$ cat src/rtl/lsu_pkg.sv
// Shared definitions for the load/store unit: funct3 codes, FSM encoding,
// lane masks and request legality helpers.
package lsu_pkg;

  localparam logic [2:0] F3_B  = 3'b000;
  localparam logic [2:0] F3_H  = 3'b001;
  localparam logic [2:0] F3_W  = 3'b010;
  localparam logic [2:0] F3_BU = 3'b100;
  localparam logic [2:0] F3_HU = 3'b101;

  typedef enum logic [2:0] {
    IDLE = 3'd0,
    RD   = 3'd1,
    CAP  = 3'd2,
    MRG  = 3'd3,
    WR   = 3'd4,
    ERR  = 3'd5
  } lsu_state_e;

  localparam logic [31:0] LANE_MASK_B = 32'h0000_00FF;
  localparam logic [31:0] LANE_MASK_H = 32'h0000_FFFF;

  function automatic logic f3_illegal(input logic we, input logic [2:0] f3);
    if (we) return !(f3 inside {F3_B, F3_H, F3_W});
    return !(f3 inside {F3_B, F3_H, F3_W, F3_BU, F3_HU});
  endfunction

  // f3[1:0] encodes size for every legal code: 00 byte, 01 half, 10 word.
  function automatic logic misaligned(input logic [2:0] f3, input logic [1:0] lane);
    return ((f3[1:0] == 2'b01) && lane[0]) || ((f3[1:0] == 2'b10) && (lane != 2'b00));
  endfunction

endpackage

$ cat src/rtl/lsu_align.sv
// Combinational lane logic: load extract with sign/zero extension and
// sub-word store merge into the word read back from memory.
module lsu_align
  import lsu_pkg::*;
(
  input  logic [2:0]  f3_i,
  input  logic [1:0]  lane_i,
  input  logic [31:0] rdata_i,
  input  logic [15:0] st_data_i,
  output logic [31:0] ld_data_o,
  output logic [31:0] merged_o
);

  logic [7:0]  byte_sel;
  logic [15:0] half_sel;
  logic [4:0]  sh;
  logic [31:0] mask;
  logic [31:0] data_sh;

  assign sh       = {lane_i, 3'b000};
  assign byte_sel = rdata_i[sh +: 8];
  assign half_sel = lane_i[1] ? rdata_i[31:16] : rdata_i[15:0];

  always_comb begin
    ld_data_o = rdata_i;
    case (f3_i)
      F3_B:    ld_data_o = {{24{byte_sel[7]}}, byte_sel};
      F3_BU:   ld_data_o = {24'h0, byte_sel};
      F3_H:    ld_data_o = {{16{half_sel[15]}}, half_sel};
      F3_HU:   ld_data_o = {16'h0, half_sel};
      default: ld_data_o = rdata_i;
    endcase
  end

  assign mask     = ((f3_i == F3_B) ? LANE_MASK_B : LANE_MASK_H) << sh;
  assign data_sh  = {16'h0, st_data_i} << sh;
  assign merged_o = (rdata_i & ~mask) | (data_sh & mask);

endmodule

$ cat src/rtl/load_store_unit.sv
// RV32I load/store unit in front of a single-port word memory; sub-word
// stores are read-modify-write. Define LSU_BOUNDS_CHECK_EN to fault word
// indices >= MEM_WORDS.
//
//   state | meaning
//   IDLE  | ready for a request; response pulse shown here
//   RD    | memory read issued
//   CAP   | load data extracted from memory word
//   MRG   | store lane merged into memory word
//   WR    | memory write issued
//   ERR   | rejected request, error response next
module load_store_unit
  import lsu_pkg::*;
#(
  parameter int MEM_WORDS = 257,
  parameter int ADDR_W    = 32
) (
  input  logic              clk,
  input  logic              rst,
  input  logic              req_valid,
  output logic              req_ready,
  input  logic              req_we,
  input  logic [2:0]        req_funct3,
  input  logic [ADDR_W-1:0] req_addr,
  input  logic [31:0]       req_wdata,
  output logic              rsp_valid,
  output logic [31:0]       rsp_rdata,
  output logic              rsp_err,
  output logic [ADDR_W-1:0] mem_addr,
  output logic [31:0]       mem_wdata,
  output logic              mem_wen,
  output logic              mem_ren,
  input  logic [31:0]       mem_rdata
);

`ifdef LSU_BOUNDS_CHECK_EN
  localparam bit BOUNDS_EN = 1'b1;
`else
  localparam bit BOUNDS_EN = 1'b0;
`endif

  lsu_state_e        state_q, state_d;
  logic [2:0]        f3_q, f3_d;
  logic              we_q, we_d;
  logic [1:0]        lane_q, lane_d;
  logic [ADDR_W-1:0] addr_q, addr_d;
  logic [31:0]       wdata_q, wdata_d;
  logic              rsp_valid_q, rsp_valid_d;
  logic              rsp_err_q, rsp_err_d;
  logic [31:0]       rsp_rdata_q, rsp_rdata_d;

  logic [ADDR_W-1:0] word_idx;
  logic              req_bad;
  logic [31:0]       ld_data;
  logic [31:0]       merged;

  assign word_idx = {2'b00, req_addr[ADDR_W-1:2]};
  assign req_bad  = f3_illegal(req_we, req_funct3)
                  || misaligned(req_funct3, req_addr[1:0])
                  || (BOUNDS_EN && (word_idx >= ADDR_W'(MEM_WORDS)));

  lsu_align u_align (
    .f3_i      (f3_q),
    .lane_i    (lane_q),
    .rdata_i   (mem_rdata),
    .st_data_i (wdata_q[15:0]),
    .ld_data_o (ld_data),
    .merged_o  (merged)
  );

  // wdata_q holds the raw store data until MRG overwrites it with the merged word.
  always_comb begin
    state_d     = state_q;
    f3_d        = f3_q;
    we_d        = we_q;
    lane_d      = lane_q;
    addr_d      = addr_q;
    wdata_d     = wdata_q;
    rsp_valid_d = 1'b0;
    rsp_err_d   = 1'b0;
    rsp_rdata_d = 32'h0;
    case (state_q)
      IDLE: begin
        if (req_valid) begin
          f3_d   = req_funct3;
          we_d   = req_we;
          lane_d = req_addr[1:0];
          addr_d = word_idx;
          if (req_bad) begin
            state_d = ERR;
          end else begin
            wdata_d = req_wdata;
            state_d = (req_we && (req_funct3 == F3_W)) ? WR : RD;
          end
        end
      end
      RD:  state_d = we_q ? MRG : CAP;
      CAP: begin
        rsp_valid_d = 1'b1;
        rsp_rdata_d = ld_data;
        state_d     = IDLE;
      end
      MRG: begin
        wdata_d = merged;
        state_d = WR;
      end
      WR: begin
        rsp_valid_d = 1'b1;
        state_d     = IDLE;
      end
      ERR: begin
        rsp_valid_d = 1'b1;
        rsp_err_d   = 1'b1;
        state_d     = IDLE;
      end
      default: state_d = IDLE;
    endcase
  end

  always_ff @(posedge clk) begin
    if (rst) begin
      state_q     <= IDLE;
      f3_q        <= 3'b000;
      we_q        <= 1'b0;
      lane_q      <= 2'b00;
      addr_q      <= '0;
      wdata_q     <= 32'h0;
      rsp_valid_q <= 1'b0;
      rsp_err_q   <= 1'b0;
      rsp_rdata_q <= 32'h0;
    end else begin
      state_q     <= state_d;
      f3_q        <= f3_d;
      we_q        <= we_d;
      lane_q      <= lane_d;
      addr_q      <= addr_d;
      wdata_q     <= wdata_d;
      rsp_valid_q <= rsp_valid_d;
      rsp_err_q   <= rsp_err_d;
      rsp_rdata_q <= rsp_rdata_d;
    end
  end

  assign req_ready = (state_q == IDLE);
  assign mem_ren   = (state_q == RD);
  assign mem_wen   = (state_q == WR);
  assign mem_addr  = addr_q;
  assign mem_wdata = wdata_q;
  assign rsp_valid = rsp_valid_q;
  assign rsp_err   = rsp_err_q;
  assign rsp_rdata = rsp_rdata_q;

endmodule

$ cat config.mk
export PLATFORM = sky130hd
export DESIGN_NAME = load_store_unit
export DESIGN_NICKNAME = d
export VERILOG_FILES = /design/src/rtl/lsu_pkg.sv /design/src/rtl/lsu_align.sv /design/src/rtl/load_store_unit.sv
export SDC_FILE = /design/constraint.sdc
export NUM_CORES = 1
export LEC_CHECK = 0
export ABC_CLOCK_PERIOD_IN_PS = 2800
export BUFFER_PORTS_ARGS = -buffer_cell sky130_fd_sc_hd__buf_2
export CORE_ASPECT_RATIO = 0.5
export CORE_MARGIN = 2
export CORE_UTILIZATION = 50
export CTS_CLUSTER_DIAMETER = 100
export DETAILED_ROUTE_END_ITERATION = 10
export GPL_TIMING_DRIVEN = 0
export HOLD_SLACK_MARGIN = 0.12
export PLACE_DENSITY_LB_ADDON = 0.08
export RECOVER_POWER = 100
export SETUP_SLACK_MARGIN = 0.15
export SYNTH_ARGS = -nofsm -noshare
export SYNTH_HDL_FRONTEND = slang
export SYNTH_HIERARCHICAL = 1
export SYNTH_SLANG_ARGS = --single-unit
$ cat constraint.sdc
create_clock -name clk -period 2.8 [get_ports clk]
set_clock_uncertainty 0.1 [all_clocks]
set_input_delay 0.28 -clock clk [delete_from_list [all_inputs] [get_ports clk]]
set_output_delay 0.28 -clock clk [all_outputs]
set_load 0.05 [all_outputs]
==> flow_summary.ini, run 1 <==
[logic_synthesis]
postSynthAreaPerCell_um2 = 7.96
synth_cell_type_count = 42
ys_ff_latch = 105
synthMuxAreaShare_pct = 14.1
synth_top_family_by_area = simple AND/OR/NAND/NOR gates
postSynthCellCount = 676
synth_xor_area_share_pct = 0
seq_area_frac_synth_pct = 39.0
synth_compound_gate_area_share_pct = 15.8
synth_simple_gate_area_share_pct = 25.9
synth_fa_ha_area_share_pct = 0
yosysWarnings = 6
syn_area_um2 = 5380

[clocking]
cts_tree = done
ctsResizeCount = 0
postCtsHoldBufs = 36
clk_path_buf_depth = 2
cts.sinks = 105
clk_latency_ps = 350
post_cts_buffers = 0
ctsHtreeMaxLevel = 3
cts_root_buffer = clkbuf_16
clk_pin_slew_ps = 80
numCtsBuffers = 9

[detailed_routing]
drt_wl_total_um = 17700
ant_nets = 0
num_vias = 5727
drt-initial-drc-count = 391
avgRoutedWirePerCell_um = 16.6
viasPerCell = 5.36
post-route-drc-count = 0
firstDrtPassIters = 5

[floorplanning]
fp-row-count = 26
die_h_um = 77.4
ioPinCount = 204
die_x_um = 151
core_um2 = 10300
dieArea_um2 = 11700
start_util_pct = 52.0

[finish]
num-fill-cells = 990
layout-drive-gt1-share_pct = 19.6
nets = 1027
area_growth_pct = 30.8
antennaDiodeCount = 0

[setup_path]
cp.arrival_ps = 2750
regToRegSetupSlack_ps = 180
required_ps = 2940
crit_path_end_kind = register
critPathKind = register to register
worst_setup_path_start_kind = register
cp_max_fo = 10
reg2regPathDepth = 8

[timing]
fin_tns_setup_ps = 0
report.final.setup_viol = 0
worstMarginPinSlew_ps = 685
hold_ws_ps = 144
slew_violations = 0
rsz0062_at_grt = false
fin_crit_sh_pct = 93.4
clock.fmax_ghz = 0.382
hold_viol = 0
fin_crit_ps = 2620
relSlewSlack_pct = 54.2

[min_path]
holdPathStages = 3
hold_class = input pin to register

[global_route]
grt.total_usage_pct = 30.0
antenna_found_initial = 0
overflow = 0
grt_pass1_wl_um = 27200
grt_max_degree = 20
grt_pass1_vias = 5398

[power]
seqPwrFrac_pct = 39.7
internal-power_mw = 2.64
p_sw_mw = 1.55
combPwrFrac_pct = 30.6
swShare_pct = 37.0
p_leak_nw = 3.02
powerDensity_nw_per_um2 = 594
ir_drop_mv = 0.340
clkPwrFrac_pct = 29.7

[placement]
globalplace.congestion = 0.916
portBuffers = 200
hpwl_um = 12700

[run_status]
status = finished clean

[job]
maxCapViolCount = 0
[sequential cells by signal, summed over array words and instances, names as in the netlist]
| name | count |
|---|---|
| we_q | 1 |
| mem_addr | 30 |
| rsp_valid | 1 |
| mem_wdata | 32 |
| lane_q | 2 |
| f3_q | 3 |
| state_q | 3 |
| rsp_err | 1 |
| rsp_rdata | 32 |
[area by class of cell]
class / count / area [um2] / share of cell area (%)
timing repair buffer: 236 / 1240 / 17.6
inverter: 2 / 7.51 / 0.107
multi-input combinational: 517 / 2980 / 42.3
sequential: 105 / 2100 / 29.9
clock buffer: 9 / 225 / 3.20
buffer: 53 / 254 / 3.61
tap: 140 / 175 / 2.49
clock inverter: 7 / 61.3 / 0.871
[critical path: stages (launching register included)]
cell,delay [ps]
dfxtp_1,390
buf_6,150
mux4_2,500
and2_4,170
buf_6,130
a31oi_1,520
clkbuf_2,330
nand2_1,60
and2_0,150
[metal layers]
metal	routed length, um	share of wire (%)	track usage, %	up-vias
li1	-	-	-	2756
met1	7450	42	38.1	2662
met2	8180	46	49.9	270
met3	1750	9.9	8.35	39
met4	352	2.0	9.07	0
met5	0	0	0	-
[kinds of logic after synthesis]
family	after synthesis
AO/OA/AOI/OAI	145
other	1
buffers and inverters	55
AND/OR/NAND/NOR	302
flip-flops	105
multiplexers	68
[worst paths after layout]
| path | endpoint | from |
|---|---|---|
| worst max register to register | rsp_rdata[25] | lane_q[1] |
| worst max-delay path | rsp_rdata[25] | lane_q[1] |
| worst min-delay path | state_q[0] | req_valid |
| worst min register to register | mem_addr[24] | mem_addr[24] |
[cell usage after synthesis, drive strengths merged]
cell type	instances	share of area [%]
nand2	191	13
dfxtp	105	39
a21oi	92	8.6
mux2	51	11
nor2b	42	4.9
and2	34	4.0
clkbuf	29	2.0
buf	24	3.0
o21ai	23	2.3
nor2	17	1.2
mux2i	16	3.0
a221o	8	1.5
nor3b	5	0.70
o21a	5	0.70
a211oi	4	0.56
a21o	4	0.56
a22oi	4	0.56
nor3	4	0.58
inv	2	0.14
nand2b	2	0.23
nor4	2	0.23
a221oi	1	0.16
a311o	1	0.19
a311oi	1	0.16
a31oi	1	0.40
and3b	1	0.16
conb	1	0.070
mux4	1	0.42
nand3b	1	0.14
nand4	1	0.12
o21bai	1	0.14
or3	1	0.12
or3b	1	0.16
[power by group through the flow]
| stage | clock network, mW | logic [mW] | registers, mW |
|---|---|---|---|
| after floorplan | 0 | 0.631 | 1.97 |
| after global placement | 0 | 1.26 | 1.69 |
| after detailed placement | 0 | 1.27 | 1.69 |
| after CTS | 1.26 | 1.31 | 1.66 |
| after global routing | 1.32 | 1.38 | 1.67 |
| final | 1.24 | 1.28 | 1.66 |
[cells in the final DEF, fill, tap and decap left out, types with 2 or more instances in the layout]
master and count:
buf_6 5, nand2b_1 2, inv_8 2, clkbuf_1 134, nor3b_1 5, mux2_1 4, dlygate4sd3_1 36, o21a_1 5
nor2b_1 42, and2_1 22, a21oi_1 92, o21ai_0 21, inv_6 2, buf_4 2, nor2_1 17, clkbuf_16 9
and2_0 11, mux2_2 47, a221o_1 8, nand2_1 191, nor4_1 2, buf_2 108, buf_1 3, a211oi_1 4
conb_1 2, dfxtp_1 105, a21o_1 4, nor3_1 4, mux2i_1 16, a22oi_1 4, inv_1 2
[metrics by stage]
step	cell area (um2)	setup slack, ps	std cells	util (%)	power [mW]
floorplan	5390	496	677	-	2.60
global placement	6560	348	1017	63.4	2.94
detailed placement	6560	334	1017	63.4	2.96
CTS	7210	329	1069	69.7	4.22
global route	7040	90.0	1069	68.1	4.37
finish	7040	184	1069	68.1	4.18
No activity file was read; power rests on OpenSTA's default activity.
==> run 2, diff against run 1 <==
- CORE_ASPECT_RATIO: 0.5 -> 1.25
==> run 2 against run 1 <==
Effect of this change: hold slack improved by 4.4 ps; die area decreased by 0.39%; global-route usage increased by 0.27 points; fmax increased by 1.8%; non-clock buffer count decreased by 1; highest routed layer unchanged.
==> flow_summary.ini, run 2 (synthesis gave the netlist of run 1 again) <==
[run_status]
status = finished clean

[power]
p_total_mw = 4.27
ir_drop_mv = 0.334
p_leak_nw = 3.03
powerDensity_nw_per_um2 = 605

[setup_path]
cp_max_fo = 17
required_ps = 2940
crit_top_cell = buf_6
path_cells = buf_6 -> mux4_2 -> and2_0 -> buf_6 -> a31oi_1 -> buf_6 -> nand2_1 -> and2_0
max_stage_delay_ps = 560
crit_path_end_kind = register
cpMaxStageDelayCell = a31oi_1
critPathKind = register to register
worst_setup_path_start_kind = register
cp.arrival_ps = 2710

[timing]
worstMarginPinSlew_ps = 734
fin_crit_ps = 2570
slew_violations = 0
clock.fmax_ghz = 0.389
fin_tns_setup_ps = 0
report.final.setup_viol = 0
fin_crit_sh_pct = 91.8
relSlewSlack_pct = 50.8
hold_viol = 0
rsz0062_at_grt = false

[placement]
hpwl_um = 13400
globalplace.congestion = 0.950
placed_cells = 1009
portBuffers = 200

[detailed_routing]
route.top_layer_used = met4
wl_met3_um = 1240
route.met2.wl_um = 9040
firstDrtPassIters = 5
viasPerCell = 5.37
drt-initial-drc-count = 293
wl_met1_um = 7030
post-route-drc-count = 0
avgRoutedWirePerCell_um = 17.0
ant_nets = 0
num_vias = 5688
drt_wl_total_um = 18000

[clocking]
clk_pin_slew_ps = 70
cts.sinks = 105
clk_path_buf_depth = 2
post_cts_buffers = 0
cts_root_buffer = clkbuf_16
numCtsBuffers = 9
cts_tree = done
clk_latency_ps = 350
ctsHtreeMaxLevel = 3

[finish]
final_common_cell = nand2_1
fin_cells = 1060
nets = 1026
final_cell_mix = nand2_1, clkbuf_1, buf_2
layout-drive-gt1-share_pct = 19.7
antennaDiodeCount = 0
num-fill-cells = 980
area_growth_pct = 31.0

[floorplanning]
dieArea_um2 = 11600
core_um2 = 10600
fp-row-count = 42
ioPinCount = 204
die_x_um = 96.8
start_util_pct = 51.0
die_h_um = 120

[job]
maxCapViolCount = 0

[global_route]
grt_pass1_wl_um = 28100
grt.total_usage_pct = 30.3
grt_max_degree = 18
grt_pass1_vias = 5619
overflow = 0
antenna_found_initial = 0

[min_path]
hold_class = input pin to register
-- run 2: cell count changes in the layout (fill, tap and decap cells not counted), moves of 2 or more --
cell      before  now
inv_8          2    0
mux2_2        47   49
clkbuf_8       0    2
mux2_1         4    2
-- run 2: power by group --
part           total (mW)  leakage [nW]  switching (mW)  internal, mW
Combinational        1.28          2.02           0.855         0.422
Sequential           1.66         0.854          0.0705          1.59
Clock                1.33         0.153           0.582         0.748
Total                4.27          3.03            1.51          2.76
-- run 2: worst max-delay path, delay by kind of cell (launching register included) --
family | cells | cell delay [ps]
simple gates | 3 | 370
mux | 1 | 530
compound gates | 1 | 560
flops | 1 | 340
buf+inv | 3 | 560
-- run 2: what timing repair did --
action | in CTS | in global routing
endpoints found under the hold margin | 36 | 0
resized for setup | 0 | 0
hold buffers | 36 | 0
endpoints found under the setup margin | 0 | 4
-- run 2: worst paths after layout --
path / from / endpoint / slack, ps / depth (start not counted)
hold / removal: req_valid / state_q[0] / 150 / 3
hold reg to reg: mem_addr[1] / mem_addr[1] / 350 / 2
setup / recovery: lane_q[1] / rsp_rdata[24] / 230 / 8
setup reg to reg: lane_q[1] / rsp_rdata[24] / 230 / 8
-- run 2: cell type report --
type                    instances  area [um2]  area share (%)
plain buffers                  52         256            3.64
clock inverters                 5        60.1           0.852
multi-input cells             517        2970            42.1
repair buffers                236        1240            17.6
inverters                       2        7.51           0.106
flip-flops and latches        105        2100            29.8
clock buffers                  11         253            3.58
well taps                     132         165            2.34
-- run 2: stage by stage --
step,setup WS [ps],hold WS (ps),cell area [um2],util [%]
detailed placement,340,343,6550,62.0
global placement,356,340,6550,62.0
CTS,310,147,7230,68.4
floorplan,496,316,5390,-
global route,127,173,7050,66.7
finish,231,148,7050,66.7
-- run 2: per-layer routing --
layer,track usage (%),vias to the layer above
li1,-,2763
met1,33.9,2624
met2,53.9,246
met3,7.11,55
met4,14.7,0
met5,0,-
==> run 3, diff against run 2 <==
==> constraint.sdc (replaced) <==
create_clock -name clk -period 2.8 [get_ports clk]
set_clock_uncertainty 0.1 [all_clocks]
set_input_delay 0.14 -clock clk [delete_from_list [all_inputs] [get_ports clk]]
set_output_delay 0.14 -clock clk [all_outputs]
set_load 0.05 [all_outputs]
==> run 3 against run 2 <==
Effect of this change: first-iteration DRC count decreased by 4.4%; die area unchanged; register-to-register slack about the same; clock power about the same; power increased by 1.1%; critical path depth unchanged; setup slack got worse by 4.1 ps; flip-flop and latch count unchanged; core utilization increased by 3.8 points.
==> flow_summary.ini, run 3 (synthesis gave the netlist of run 1 again) <==
[run_status]
status = finished clean

[timing]
fin_crit_sh_pct = 91.9
slew_violations = 0
report.final.setup_viol = 0
worstMarginPinSlew_ps = 731
fin_tns_setup_ps = 0
hold_viol = 0
relSlewSlack_pct = 51.0
fin_crit_ps = 2570
clock.fmax_ghz = 0.389
rsz0062_at_grt = false

[setup_path]
crit_path_end_kind = register
cp_max_fo = 17
critPathKind = register to register
required_ps = 2940
crit_family = buffers and inverters
worst_setup_path_start_kind = register
path_cells = buf_6 -> mux4_2 -> and2_0 -> buf_6 -> a31oi_1 -> buf_6 -> nand2_1 -> and2_1
max_stage_delay_ps = 550
crit_top_cell = buf_6
critPathBufInv = 3
cp.arrival_ps = 2710
cpMaxStageDelayCell = a31oi_1

[finish]
antennaDiodeCount = 0
final_common_cell = nand2_1
layout-drive-gt1-share_pct = 18.9
fin_cells = 1100
nets = 1066
area_growth_pct = 38.4
final_cell_mix = nand2_1, clkbuf_1, buf_2

[power]
swShare_pct = 35.2
ir_drop_mv = 0.337
powerDensity_nw_per_um2 = 579
p_leak_nw = 3.20
internal-power_mw = 2.80
combPwrFrac_pct = 30.7
p_sw_mw = 1.52
p_total_mw = 4.32
seqPwrFrac_pct = 38.5
clkPwrFrac_pct = 30.8

[clocking]
clk_latency_ps = 350
cts.sinks = 105
numCtsBuffers = 9
cts_root_buffer = clkbuf_16
clk_path_buf_depth = 2
ctsHtreeMaxLevel = 3
cts_tree = done
clk_pin_slew_ps = 70
post_cts_buffers = 0
ctsResizeCount = 0

[floorplanning]
fp-row-count = 42
start_util_pct = 51.0
core_um2 = 10600
die_h_um = 120
ioPinCount = 204
dieArea_um2 = 11600
die_x_um = 96.8

[detailed_routing]
drt_wl_total_um = 18700
firstDrtPassIters = 6
num_vias = 5901
ant_nets = 0
post-route-drc-count = 0
avgRoutedWirePerCell_um = 17.0
drt-initial-drc-count = 280
viasPerCell = 5.36

[global_route]
antenna_found_initial = 0
grt_pass1_wl_um = 29200
use_met1_pct = 34.7
grt_pass1_vias = 5864
grt_use_met3_pct = 6.81
gr-usage-met2_pct = 56.5
grt.total_usage_pct = 31.3
grt_max_degree = 18
grt.busiest_layer = met2
overflow = 0

[placement]
globalplace.congestion = 0.950
portBuffers = 200
placed_cells = 1009
hpwl_um = 13400

[min_path]
hold_class = input pin to register

[job]
maxCapViolCount = 0
run 3: area by class of cell:
type,instances,area (um2)
Inverter,2,7.51
Multi-Input combinational cell,517,2970
Clock inverter,5,60.1
Timing Repair Buffer,276,1640
Sequential cell,105,2100
Tap cell,132,165
Clock buffer,11,253
Fill cell,937,3110
Buffer,52,256
run 3: final timing paths:
path | startpoint | end | slack [ps] | cells after the start
setup reg to reg | lane_q[1] | rsp_rdata[20] | 230 | 8
setup / recovery | lane_q[1] | rsp_rdata[20] | 230 | 8
hold / removal | req_wdata[22] | mem_wdata[22] | 120 | 4
hold reg to reg | mem_addr[1] | mem_addr[1] | 350 | 2
run 3: power groups by stage:
stage	Clock, mW	Sequential, mW	Combinational, mW
3_5_place_dp	0	1.69	1.27
6_report	1.33	1.66	1.32
4_1_cts	1.34	1.66	1.35
2_1_floorplan	0	1.97	0.631
3_3_place_gp	0	1.69	1.25
5_1_grt	1.40	1.67	1.42
run 3: through the flow:
| stage | util, % | setup WS [ps] | hold WS [ps] | instance area [um2] |
|---|---|---|---|---|
| 2_1_floorplan | - | 496 | 176 | 5390 |
| 3_3_place_gp | 62.0 | 356 | 280 | 6550 |
| 3_5_place_dp | 62.0 | 340 | 285 | 6550 |
| 4_1_cts | 72.2 | 310 | 122 | 7630 |
| 5_1_grt | 70.5 | 115 | 146 | 7450 |
| 6_report | 70.5 | 227 | 119 | 7450 |
run 3: what timing repair did:
action                                 CTS  global route
hold buffers                            76             0
endpoints found under the hold margin   76             0
setup endpoints to repair                0             4
run 3: tightest hold or removal path, stage by stage:
cell	delay, ps
buf_2	80
nand2_1	40
a21oi_1	130
mux2_2	160
run 3: metal layers:
layer | vias to the layer above | wire length [um]
met4 | 0 | 739
met2 | 274 | 9390
li1 | 2836 | -
met5 | - | 0
met1 | 2735 | 7200
met3 | 56 | 1350
